## src/rtl/pulse_hs_pkg.sv

```systemverilog
// Shared types for the multi-channel pulse handshake block.
// FSM state encoding and handshake protocol selectors.
package pulse_hs_pkg;

    typedef enum logic [1:0] {
        ST_IDLE = 2'd0,
        ST_REQ  = 2'd1,
        ST_REL  = 2'd2
    } state_t;

    localparam int MODE_FOUR_PHASE = 0;
    localparam int MODE_TWO_PHASE  = 1;

endpackage

```

## src/rtl/pulse_hs_mc_sync_chain.sv

```systemverilog
// Multi-flop synchroniser for a single asynchronous level.
// All stages clear to 0 on synchronous reset.
module sync_chain #(
    parameter int STAGES = 2
) (
    input  logic i_clk,
    input  logic i_rst_n,
    input  logic i_d,
    output logic o_q
);

    logic [STAGES-1:0] r_q;

    always_ff @(posedge i_clk) begin
        if (!i_rst_n) begin
            r_q <= '0;
        end else begin
            r_q <= {r_q[STAGES-2:0], i_d};
        end
    end

    assign o_q = r_q[STAGES-1];

endmodule

```

## src/rtl/pulse_hs_mc.sv

```systemverilog
// Per-channel pulse counters feeding a round-robin arbiter and
// a four-phase or two-phase request/acknowledge handshake.
module pulse_hs_mc
    import pulse_hs_pkg::*;
#(
    parameter int CH          = 4,
    parameter int CNT_W       = 3,
    parameter int SYNC_STAGES = 2,
    parameter int MODE        = 0
) (
    input  logic                    clk,
    input  logic                    rst_n,
    input  logic [CH-1:0]           pulse_in,
    input  logic                    ack_in,
    input  logic [CH-1:0]           ovf_clr,
    output logic                    req_out,
    output logic [$clog2(CH)-1:0]   ch_id,
    output logic                    busy,
    output logic                    done,
    output logic [CH*CNT_W-1:0]     pend_cnt,
    output logic [CH-1:0]           overflow
);

    localparam int ID_W = $clog2(CH);
    localparam int J_W  = ID_W + 1;
    localparam logic [CNT_W-1:0] CNT_MAX = '1;

    state_t          r_state;
    logic            r_req;
    logic            r_done;
    logic [ID_W-1:0] r_ch;
    logic [ID_W-1:0] r_last;

    logic            w_ack_s;
    logic [CH-1:0]   w_nz;
    logic            w_found;
    logic            w_grant;
    logic [ID_W-1:0] w_gnt_idx;
    logic [J_W-1:0]  w_j;

    sync_chain #(
        .STAGES (SYNC_STAGES)
    ) u_sync (
        .i_clk   (clk),
        .i_rst_n (rst_n),
        .i_d     (ack_in),
        .o_q     (w_ack_s)
    );

    // Search starts one past the last granted channel and wraps.
    always_comb begin
        w_found   = 1'b0;
        w_gnt_idx = '0;
        w_j       = '0;
        for (int k = 1; k <= CH; k++) begin
            w_j = {1'b0, r_last} + J_W'(k);
            if (w_j >= J_W'(CH)) begin
                w_j = w_j - J_W'(CH);
            end
            if (!w_found && w_nz[w_j[ID_W-1:0]]) begin
                w_found   = 1'b1;
                w_gnt_idx = w_j[ID_W-1:0];
            end
        end
    end

    assign w_grant = (r_state == ST_IDLE) && w_found;

    for (genvar g = 0; g < CH; g++) begin : g_ch
        logic [CNT_W-1:0] r_cnt;
        logic             r_ovf;
        logic             w_inc;
        logic             w_dec;
        logic             w_sat;

        assign w_inc = pulse_in[g];
        assign w_dec = w_grant && (w_gnt_idx == ID_W'(g));
        assign w_sat = (r_cnt == CNT_MAX);

        always_ff @(posedge clk) begin
            if (!rst_n) begin
                r_cnt <= '0;
                r_ovf <= 1'b0;
            end else begin
                if (w_inc && !w_dec) begin
                    if (!w_sat) begin
                        r_cnt <= r_cnt + 1'b1;
                    end
                end else if (w_dec && !w_inc) begin
                    r_cnt <= r_cnt - 1'b1;
                end
                // A lost event outranks a same-cycle clear.
                if (w_inc && !w_dec && w_sat) begin
                    r_ovf <= 1'b1;
                end else if (ovf_clr[g]) begin
                    r_ovf <= 1'b0;
                end
            end
        end

        assign pend_cnt[g*CNT_W +: CNT_W] = r_cnt;
        assign overflow[g]                = r_ovf;
        assign w_nz[g]                    = |r_cnt;
    end

    always_ff @(posedge clk) begin
        if (!rst_n) begin
            r_state <= ST_IDLE;
            r_req   <= 1'b0;
            r_done  <= 1'b0;
            r_ch    <= '0;
            r_last  <= '0;
        end else begin
            r_done <= 1'b0;
            unique case (r_state)
                ST_IDLE: begin
                    if (w_grant) begin
                        r_ch    <= w_gnt_idx;
                        r_last  <= w_gnt_idx;
                        r_state <= ST_REQ;
                        r_req   <= (MODE == MODE_TWO_PHASE) ? ~r_req : 1'b1;
                    end
                end
                ST_REQ: begin
                    if (MODE == MODE_TWO_PHASE) begin
                        if (w_ack_s == r_req) begin
                            r_done  <= 1'b1;
                            r_state <= ST_IDLE;
                        end
                    end else if (w_ack_s) begin
                        r_req   <= 1'b0;
                        r_state <= ST_REL;
                    end
                end
                ST_REL: begin
                    if (!w_ack_s) begin
                        r_done  <= 1'b1;
                        r_state <= ST_IDLE;
                    end
                end
                default: r_state <= ST_IDLE;
            endcase
        end
    end

    assign req_out = r_req;
    assign ch_id   = r_ch;
    assign busy    = (r_state != ST_IDLE);
    assign done    = r_done;

endmodule
```

## config.mk

```make
export PLATFORM = sky130hd
export DESIGN_NAME = pulse_hs_mc
export DESIGN_NICKNAME = d
export VERILOG_FILES = /design/src/rtl/pulse_hs_pkg.sv /design/src/rtl/pulse_hs_mc_sync_chain.sv /design/src/rtl/pulse_hs_mc.sv
export SDC_FILE = /design/constraint.sdc
export NUM_CORES = 1
export LEC_CHECK = 0
export CAP_MARGIN = 30
export CORE_UTILIZATION = 60
export CTS_CLUSTER_DIAMETER = 50
export DETAILED_ROUTE_END_ITERATION = 8
export DONT_BUFFER_PORTS = 1
export HOLD_SLACK_MARGIN = 0.05
export PLACE_DENSITY = 0.75
export SLEW_MARGIN = 20
export SYNTH_ARGS = -nofsm -noshare
export SYNTH_HDL_FRONTEND = slang
export SYNTH_HIERARCHICAL = 1
export SYNTH_SLANG_ARGS = --single-unit
```

## constraint.sdc

```tcl
create_clock -name clk -period 5.1 [get_ports clk]
set_input_delay 1.02 -clock clk [delete_from_list [all_inputs] [get_ports clk]]
set_output_delay 1.02 -clock clk [all_outputs]
set_load 0.02 [all_outputs]
```

==> impl_metrics.toml, run 1 <==
[clock_network]
cts.clk_slew.worst_paths_ps = 130
cts_resized = 0
clock_sinks = 24
cts.hold.buffers_added = 0
post-cts-setup-buffers = 0
insertion_delay_ps = 330
cts_buffers = 3
h-tree-depth = 1
cts_buffer_depth = 2
cts_tree = "yes"
clockRootBuffer = "clkbuf_4"

[critical_path]
path_cells = "or3_4 -> a32oi_2 -> a31oi_1 -> nor3b_4 -> nand2b_1 -> fa_1 -> and3_1 -> mux2i_1 -> mux2i_1"
endpoint_kind = "flop"
cp_data_required_time_ps = 5360
worstPathMaxFanout = 8
worstSetupStartpointType = "flop"
cpMaxStageDelayCell = "dfxtp_1"
cp_slowest_stage_delay_ps = 470
crit_type = "flop to flop"
crit_top_cell = "mux2i_1"
critPathArrivalTime_ps = 2910

[power]
ir_worst_vdd_uv = 466
p_int_w = 0.000539
p_sw_w = 0.000486
cellPowerDensity_nw_per_um2 = 682
p_comb_share_pct = 52.0
power_w = 0.00102
power_frac_clock_pct = 10.0
power.share.switching_pct = 47.4
sequentialPowerShare_pct = 38.1
p_leak_nw = 0.617

[floorplan]
io-pin-count = 32
dieArea_um2 = 2650
die_y_um = 51.5
rows = 17
die_w_um = 51.5
core_um2 = 2250
start_util_pct = 65.1

[global_routing]
grtUsageTotal_pct = 21.4
grt-busiest-layer = "met2"
grt_start_max_net_pins = 28
grt_pass1_wl_um = 4190
use_met3_pct = 6.55
met2_usage_pct = 38.3
grt_pass1_vias = 1026
grt_overflow = 0
met1_usage_pct = 23.2
antenna_found_initial = 0

[logic_synthesis]
yosys_warnings = 6
ys_types = 45
synth_nets = 169
synth.area.top_cells = "dfxtp_1, mux2i_1, nand2b_1"
avgSynthCellArea_um2 = 9.54
synth_edf_count = 0
async_flop_share_pct = 0
synth_ff_type = "dfxtp_1"
syn_inst = 154
synth_area_um2 = 1470
seq_area_frac_synth_pct = 32.7
synth_area_leader_cell = "dfxtp_1"
yosysTopAreaCellShare_pct = 32.7
ys_seq_elements = 24

[drt]
post_drt_via_cell_ratio = 5.96
post_drt_wl_per_cell_um = 14.2
ant_nets = 0
dr.pass1.iters = 4
drt_iter0_drc = 21
via_count = 1072
wirelength_um = 2560
route.detailed.drc = 0

[sta]
slew_headroom_pct = 65.6
skew_ps = 8.56
final_max_slew_viol_count = 0
clock.fmax_ghz = 0.378
setup_tns_ps = 0
fin_crit_sh_pct = 51.9
worst_slack_ps = 2450
rsz0062_at_grt = "no"
period_minus_slack_ps = 2650
worst_pin_slew_ps = 515
hold_violations = 0
finalSetupViolCount = 0

[placement]
placed_area_um2 = 1470
port_buffers = 0
dp_slack_ps = 2500
place_hpwl_um = 1970
place.gp.congestion = 0.791

[cells_and_area]
layout-drive-gt1-share_pct = 15.1
final_cell_mix = "dfxtp_1, nand2_1, mux2i_1, nand2b_1"
areaGrowthSynthToFinish_pct = 2.30
layout_commonest_cell = "dfxtp_1"
design_area_um2 = 1500
n_antenna_cell = 0
fin_nets = 168
filler_cell_count = 190

[status]
status = "finished, final reports clean"

[run]
drv_cap = 0

[min_path]
hold_path_class = "flop to flop"
## critical path, delay by kind of cell, from the launching register on
kind / cells / cell delay (ps)
AND/OR/NAND/NOR: 4 / 970
flip-flops: 1 / 470
adder cells (fa/ha/maj): 1 / 380
multiplexers: 2 / 350
AO/OA/AOI/OAI: 2 / 410
## power groups by stage
stage	Sequential, W	Clock [W]	Combinational [W]
final	0.000390	0.000102	0.000533
after global routing	0.000403	0.000110	0.000580
after CTS	0.000391	0.000103	0.000534
after detailed placement	0.000395	0	0.000531
after global placement	0.000393	0	0.000513
after floorplan	0.000375	0	0.000465
## sequential cells by signal (all words and copies together) (netlist names)
| name | flops |
|---|---|
| g_ch.r_cnt | 12 |
| g_ch.r_ovf | 4 |
| r_last | 2 |
| r_state | 2 |
| u_sync/r_q | 2 |
| done | 1 |
| req_out | 1 |
## synth_stat cells (2+ instances only)
| master | count |
|---|---|
| dfxtp_1 | 24 |
| nor2_1 | 6 |
| nor3_1 | 4 |
| nand2_1 | 23 |
| a21oi_1 | 4 |
| o21ai_0 | 2 |
| nand3_1 | 6 |
| inv_1 | 4 |
| and3_1 | 5 |
| nand2b_1 | 14 |
| fa_1 | 4 |
| or3_4 | 2 |
| buf_4 | 4 |
| clkbuf_1 | 2 |
| nor3_2 | 2 |
| or3b_1 | 2 |
| mux2i_1 | 17 |
| and2_1 | 2 |
## routing by layer
layer  vias up  part of all wire (%)
met5         -                     0
met4         0                   1.8
met3         5                   5.2
met2        29                    49
met1       504                    44
li1        534                     -
## per-stage QoR
stage / utilization [%] / std cells / hold slack, ps
final: 66.6 / 180 / 461
after detailed placement: 65.0 / 176 / 427
after global routing: 66.6 / 180 / 488
after CTS: 66.6 / 180 / 459
after global placement: 65.0 / 176 / 443
after floorplan: - / 154 / 412
## layout make-up
class	count	area, µm²	area share (%)
multi-input combinational	119	932	62.0
sequential	24	480	32.0
clock buffer	4	36.3	2.41
tap	28	35.0	2.33
inverter	5	18.8	1.25
## path summary, 6_finish.rpt
kind                    start                to  slack (ps)  cells after the start
min reg2reg     u_sync/r_q[0]     u_sync/r_q[1]         460                      1
max          g_ch[1].r_cnt[0]  g_ch[0].r_cnt[2]        2450                      9
max reg2reg  g_ch[1].r_cnt[0]  g_ch[0].r_cnt[2]        2450                      9
min             u_sync/r_q[0]     u_sync/r_q[1]         460                      1
## kinds of logic (layout without fill, tap and decap cells)
family                     Yosys count  in the layout  synth area share (%)
AOI/OAI and AO/OA                   21             21                  14.0
adders and majority gates            4              4                  5.45
buffers and inverters               11              9                  3.83
and+or+nand+nor                     73             73                  29.1
muxes                               20             20                  14.3
DFF                                 24             24                  32.7
xor gates and xnor gates             1              1                 0.596
No activity file was read; power rests on OpenSTA's default activity.
==> inputs of run 2 (changes only) <==
- clock period: 5.1 -> 2.45 ns (I/O delays scaled with it)
==> run 2 against run 1 <==
The run now ends with setup timing left. Utilization up 13 points. Via count up 16%. Sequential share of layout area down 4.6 points. Final area up 19%. Clock skew down 6.4 ps. Clock power up 120%. Routed wire length up 33%. Non-clock buffer count up 27. Die area unchanged. Combinational power rose to 3.5 times the previous value. Worst hold slack worse by 180 ps. Largest cell class unchanged. Largest power group unchanged.
==> impl_metrics.toml, run 2 (synthesized netlist as in run 1, its figures left out) <==
[cells_and_area]
final_cell_mix = "buf_4, nand2_1, dfxtp_1, mux2i_1, nand2b_1"
largest_register_ffs = 12
layout-drive-gt1-share_pct = 34.6
fin_nets = 195
reg_top3 = "g_ch.r_cnt x12, g_ch.r_ovf x4"
n_antenna_cell = 0
top_register = "g_ch.r_cnt"
layout_commonest_cell = "buf_4"
areaGrowthSynthToFinish_pct = 21.6

[power]
ir_worst_vdd_uv = 1060
p_leak_nw = 0.765
power_w = 0.00274
cellPowerDensity_nw_per_um2 = 1530

[sta]
fin_crit_sh_pct = 102
finalSetupViolCount = 2
slew_headroom_pct = 75.0
clock.fmax_ghz = 0.400
skew_ps = 2.14
setup_tns_ps = -55.1
rsz0062_at_grt = "yes"
worst_pin_slew_ps = 365
hold_violations = 0
period_minus_slack_ps = 2500
worst_slack_ps = -47.2
final_max_slew_viol_count = 0

[status]
violations = "setup timing"
status = "finished with violations"

[critical_path]
reg2regPathDepth = 9
cp_data_required_time_ps = 2720
crit_type = "flop to flop"
worstSetupStartpointType = "flop"
reg2reg_from = "g_ch[0].r_cnt[2]"
worstPathMaxFanout = 4
endpoint_kind = "flop"
critPathArrivalTime_ps = 2770
rrSetupSlack_ps = -50
r2r-end = "g_ch[3].r_cnt[2]"

[floorplan]
die_w_um = 51.5
start_util_pct = 65.1
io-pin-count = 32
rows = 17
core_um2 = 2250
dieArea_um2 = 2650
die_y_um = 51.5

[drt]
post_drt_wl_per_cell_um = 16.5
wirelength_um = 3420
drt_iter0_drc = 34
dr.pass1.iters = 5
ant_nets = 0
via_count = 1245
post_drt_via_cell_ratio = 6.01
route.detailed.drc = 0

[min_path]
hold_start = "rst_n"
whs_endpoint = "g_ch[3].r_cnt[1]"
hold_depth = 2
hold_path_class = "input port to flop"

[clock_network]
cts_buffers = 3
clock_sinks = 24
insertion_delay_ps = 330
cts_tree = "yes"
cts.clk_slew.worst_paths_ps = 140
cts_buffer_depth = 2
h-tree-depth = 1
clockRootBuffer = "clkbuf_4"

[run]
drv_cap = 0

[global_routing]
grt_pass1_wl_um = 4620
grt_overflow = 0
grt_pass1_vias = 1101
grtUsageTotal_pct = 23.6
grt_start_max_net_pins = 28
antenna_found_initial = 0

[placement]
port_buffers = 0
place.gp.congestion = 0.869
place_hpwl_um = 2200
[run 2: where the power goes]
group / switching (W) / internal (W) / leakage, nW
Sequential: 0.000123 / 0.000506 / 0.200
Combinational: 0.000980 / 0.000905 / 0.544
Clock: 0.000132 / 0.0000912 / 0.0210
[run 2: final cells by class]
type | count | area [µm²]
sequential | 24 | 488
tap | 28 | 35.0
timing repair buffer | 27 | 206
multi-input combinational | 119 | 1000
inverter | 5 | 18.8
clock buffer | 4 | 36.3
fill | 164 | 469
[run 2: worst max path at each step]
stage                          start                to  slack (ps)  cells after the start
finish              g_ch[0].r_cnt[2]  g_ch[3].r_cnt[2]         -50                      9
detailed placement  g_ch[1].r_cnt[2]  g_ch[0].r_cnt[2]          30                      9
global route        g_ch[0].r_cnt[2]  g_ch[3].r_cnt[2]        -160                      9
global placement    g_ch[1].r_cnt[2]  g_ch[0].r_cnt[2]         130                      9
CTS                 g_ch[1].r_cnt[2]  g_ch[3].r_cnt[2]           5                      9
floorplan           g_ch[1].r_cnt[0]  g_ch[0].r_cnt[2]          10                      9
[run 2: repair_timing]
item / CTS / global route
setup buffers: 0 / 7
hold buffers: 0 / 0
setup endpoints to repair: 1 / 4
pin swaps: 1 / 7
resized for setup: 0 / 17
[run 2: metrics by stage]
| step | cells | instance area (µm²) | setup slack [ps] | hold WS (ps) | util [%] |
|---|---|---|---|---|---|
| after floorplan | 154 | 1470 | 11.5 | 412 | - |
| after global routing | 207 | 1790 | -164 | 273 | 79.2 |
| after CTS | 200 | 1650 | 4.66 | 274 | 73.3 |
| after detailed placement | 196 | 1620 | 27.8 | 440 | 71.7 |
| final | 207 | 1790 | -47.2 | 278 | 79.2 |
| after global placement | 196 | 1620 | 126 | 434 | 71.7 |
[run 2: layer usage]
metal,GRT usage (%),part of all wire [%],vias to the layer above
met5,0,0,-
met4,8.11,2.3,0
met3,5.06,5.6,9
met2,41.3,51,53
met1,28.2,41,588
li1,-,-,595
[run 2: critical path: stages, from the launching register on]
cell and delay (ps):
dfxtp_1 350, nor3_1 370, a41o_1 310, nand4b_2 200
o21bai_4 140, nand2_1 80, fa_1 380, and3_1 190
mux2i_1 210, mux2i_1 200
==> inputs of run 3 (changes only) <==
- CORE_ASPECT_RATIO: not set -> 0.7
==> run 3 against run 2 <==
The flow still finishes with violations (setup timing). Clock power fell by 6%. Clock skew fell by 0.54 ps. Combinational power barely moved. Utilization rose by 1.9 points. Setup slack got worse by 48 ps. Worst hold slack improved by 7.0 ps. Flip-flop and latch count did not move. Count of clock-buffer cells in the layout did not move.
==> impl_metrics.toml, run 3 (synthesized netlist as in run 1, its figures left out) <==
[power]
p_int_w = 0.00149
power_frac_clock_pct = 7.6
cellPowerDensity_nw_per_um2 = 1530
p_sw_w = 0.00127
power.share.switching_pct = 46.1
p_leak_nw = 0.748
p_comb_share_pct = 68.7
sequentialPowerShare_pct = 23.7
ir_worst_vdd_uv = 789

[drt]
ant_nets = 0
via_count = 1256
route.detailed.drc = 0
drt_iter0_drc = 48
post_drt_via_cell_ratio = 6.07
wirelength_um = 3540
post_drt_wl_per_cell_um = 17.1
dr.pass1.iters = 4

[sta]
skew_ps = 1.60
rsz0062_at_grt = "yes"
slew_headroom_pct = 76.0
worst_slack_ps = -95.2
period_minus_slack_ps = 2550
hold_violations = 0
final_max_slew_viol_count = 0
clock.fmax_ghz = 0.393
finalSetupViolCount = 2
fin_crit_sh_pct = 104
worst_pin_slew_ps = 351

[placement]
dp_cells = 199
placed_area_um2 = 1610
place.gp.congestion = 0.807
port_buffers = 0
place_hpwl_um = 2360

[global_routing]
grtUsageTotal_pct = 23.8
grt_overflow = 0
grt_pass1_vias = 1176
grt_pass1_wl_um = 4660
antenna_found_initial = 0
grt_start_max_net_pins = 28

[clock_network]
cts_tree = "yes"
clock_sinks = 24
cts_buffer_depth = 2
cts.hold.buffers_added = 0
h-tree-depth = 1
cts.clk_slew.worst_paths_ps = 130
clockRootBuffer = "clkbuf_4"
insertion_delay_ps = 320
cts_buffers = 3

[cells_and_area]
seqCellArea_um2 = 488
reg_top3 = "g_ch.r_cnt x12, g_ch.r_ovf x4"
top_register = "g_ch.r_cnt"
layout-drive-gt1-share_pct = 37.1
layout_commonest_cell = "buf_4"
areaGrowthSynthToFinish_pct = 22.7
largest_register_ffs = 12
multiInputGateArea_um2 = 1050
filler_cell_count = 148
post-route-util_pct = 81.0
design_area_um2 = 1800
n_antenna_cell = 0
fin_nets = 191
final_cell_mix = "buf_4, nand2_1, dfxtp_1, mux2i_1, nand2b_1"
instances_no_fill = 207

[floorplan]
start_util_pct = 66.0
die_y_um = 43.4
rows = 14
dieArea_um2 = 2650
core_um2 = 2220
io-pin-count = 32
die_w_um = 61.1

[status]
status = "finished with violations"
violations = "setup timing"

[min_path]
hold_path_class = "input port to flop"

[critical_path]
cp_data_required_time_ps = 2700
worstPathMaxFanout = 3
crit_type = "flop to flop"
critPathArrivalTime_ps = 2790
worstSetupStartpointType = "flop"
endpoint_kind = "flop"

[run]
drv_cap = 0
==> run 3: cell types whose count changed in the layout (fill, tap and decap cells not counted), sizes merged <==
cell	before	now
buf	27	23
==> run 3: metrics by stage <==
stage               setup TNS, ps  setup WS [ps]  power (W)  hold slack, ps
CTS                             0           27.9    0.00239             277
detailed placement              0           44.3    0.00217             452
floorplan                       0           11.5    0.00175             412
global route                 -312           -145    0.00289             279
finish                      -96.1          -95.2    0.00276             285
global placement                0            124    0.00210             434
==> run 3: final cells by class <==
type / instances / area share [%]
clock buffers: 4 / 2.01
inverters: 5 / 1.04
multi-input cells: 119 / 58.1
flip-flops and latches: 24 / 27.1
well taps: 32 / 2.22
repair buffers: 23 / 9.58
==> run 3: worst paths after layout <==
check / startpoint / endpoint / slack (ps) / cells past startpoint
worst max-delay path: g_ch[1].r_cnt[0] / g_ch[0].r_cnt[2] / -100 / 9
worst min-delay path: ack_in / u_sync/r_q[0] / 290 / 1
worst max register to register: g_ch[1].r_cnt[0] / g_ch[0].r_cnt[2] / -100 / 9
worst min register to register: u_sync/r_q[1] / done / 470 / 1
==> run 3: power groups by stage <==
stage / logic, W / clock network, W / registers [W]
floorplan: 0.000968 / 0 / 0.000780
global placement: 0.00149 / 0 / 0.000614
detailed placement: 0.00155 / 0 / 0.000621
CTS: 0.00156 / 0.000218 / 0.000612
global route: 0.00200 / 0.000226 / 0.000666
finish: 0.00189 / 0.000209 / 0.000653
==> run 3: repair_timing <==
action                     CTS  global route
setup endpoints to repair    1             4
resized for setup            1            25
setup buffers                0             4
pin swaps                    0            10
==> run 3: routing by layer <==
layer / vias up / part of all wire, % / track usage (%)
li1: 580 / - / -
met1: 603 / 39 / 25.8
met2: 62 / 52 / 41.5
met3: 11 / 6.8 / 8.36
met4: 0 / 2.0 / 10.5
met5: - / 0 / 0
==> run 3: worst max-delay path, stage by stage (launching register included) <==
cell and delay (ps):
dfxtp_2 360, or3_4 440, a32oi_4 290, a31oi_4 140
nor3b_4 180, nand2b_4 150, fa_1 380, and3_1 160
mux2i_1 150, mux2i_1 230
==> patch, RTL diff (settings of run 3) <==
`CNT_W`: 3 -> 5.
--- a/src/rtl/pulse_hs_mc.sv
+++ b/src/rtl/pulse_hs_mc.sv
@@ -6,3 +6,3 @@
     parameter int CH          = 4,
-    parameter int CNT_W       = 3,
+    parameter int CNT_W       = 5,
     parameter int SYNC_STAGES = 2,
Interface: changed (resized pend_cnt); port bits go from 32 to 40. The function was not compared with the original's and may differ.
==> patch against run 3 <==
The flow now stops in global routing; synthesized area up 47%.
==> patch: results (changes against run 3) <==
Log Error - [ERROR DPL-0038] Utilization greater than 100%, impossible to legalize
Post-Syn Area per Cell - 8.70 sq um (-8.8%)
CTS Buf Count - 5 (+2)
WEP type - register data pin
area post-placement - 2810 sq um (+74%)
Synth async-reset ratio - 0% (unchanged)
root buffer cell - clkbuf_8
DP Wirelength - 4.27 mm (+81%)
syn nets - 275 (+63%)
Max clock buf depth - 2 (unchanged)
commonest cells in the netlist - dfxtp_1, nand2_1, nor2_1
synth unique cells - 47 (+4.4%)
status - stopped before the end
clock sink count - 32 (+33%)
Max H-tree Level - 2 (+1)
Yosys Warn Count - 6 (unchanged)
worst_ep grt - g_ch[0].r_cnt[4]$_SDFFE_PN0P_/D
largest cells by area after synthesis - dfxtp_1, ha_1, mux2i_1, nand2_1, xnor2_1
Seq/Total Area, Yosys - 29.7% (-3.0 points)
routability cong. - 0.888 (+10%)
port buffer count - 0 (unchanged)
largest net degree at the start of global routing - 33
Fail Step - global routing
most used flip-flop cell after synthesis - dfxtp_1
Cells after DPL - 354 (+78%)
## patch: kinds of logic after synthesis
| kind of cell | after synthesis | share of synthesized area [%] |
|---|---|---|
| AND/OR/NAND/NOR | 98 | 24.2 |
| AO/OA/AOI/OAI | 45 | 15.6 |
| XOR/XNOR | 13 | 5.28 |
| flip-flops | 32 | 29.7 |
| adder cells (fa/ha/maj) | 16 | 10.7 |
| buffers and inverters | 27 | 5.39 |
| multiplexers | 17 | 9.11 |
## patch: timing repair
item                       in CTS
pin swaps                      35
cloned                          0
hold buffers                    0
resized for setup              37
setup endpoints to repair      19
buffers inserted               10
## patch: stage by stage
stage | hold WS [ns] | worst slack (ns) | TNS (ns)
floorplan | 0.412 | -0.449 | -3.05
global placement | 0.436 | -0.428 | -3.56
detailed placement | 0.453 | -0.617 | -4.98
CTS | 0.323 | -0.565 | -5.56
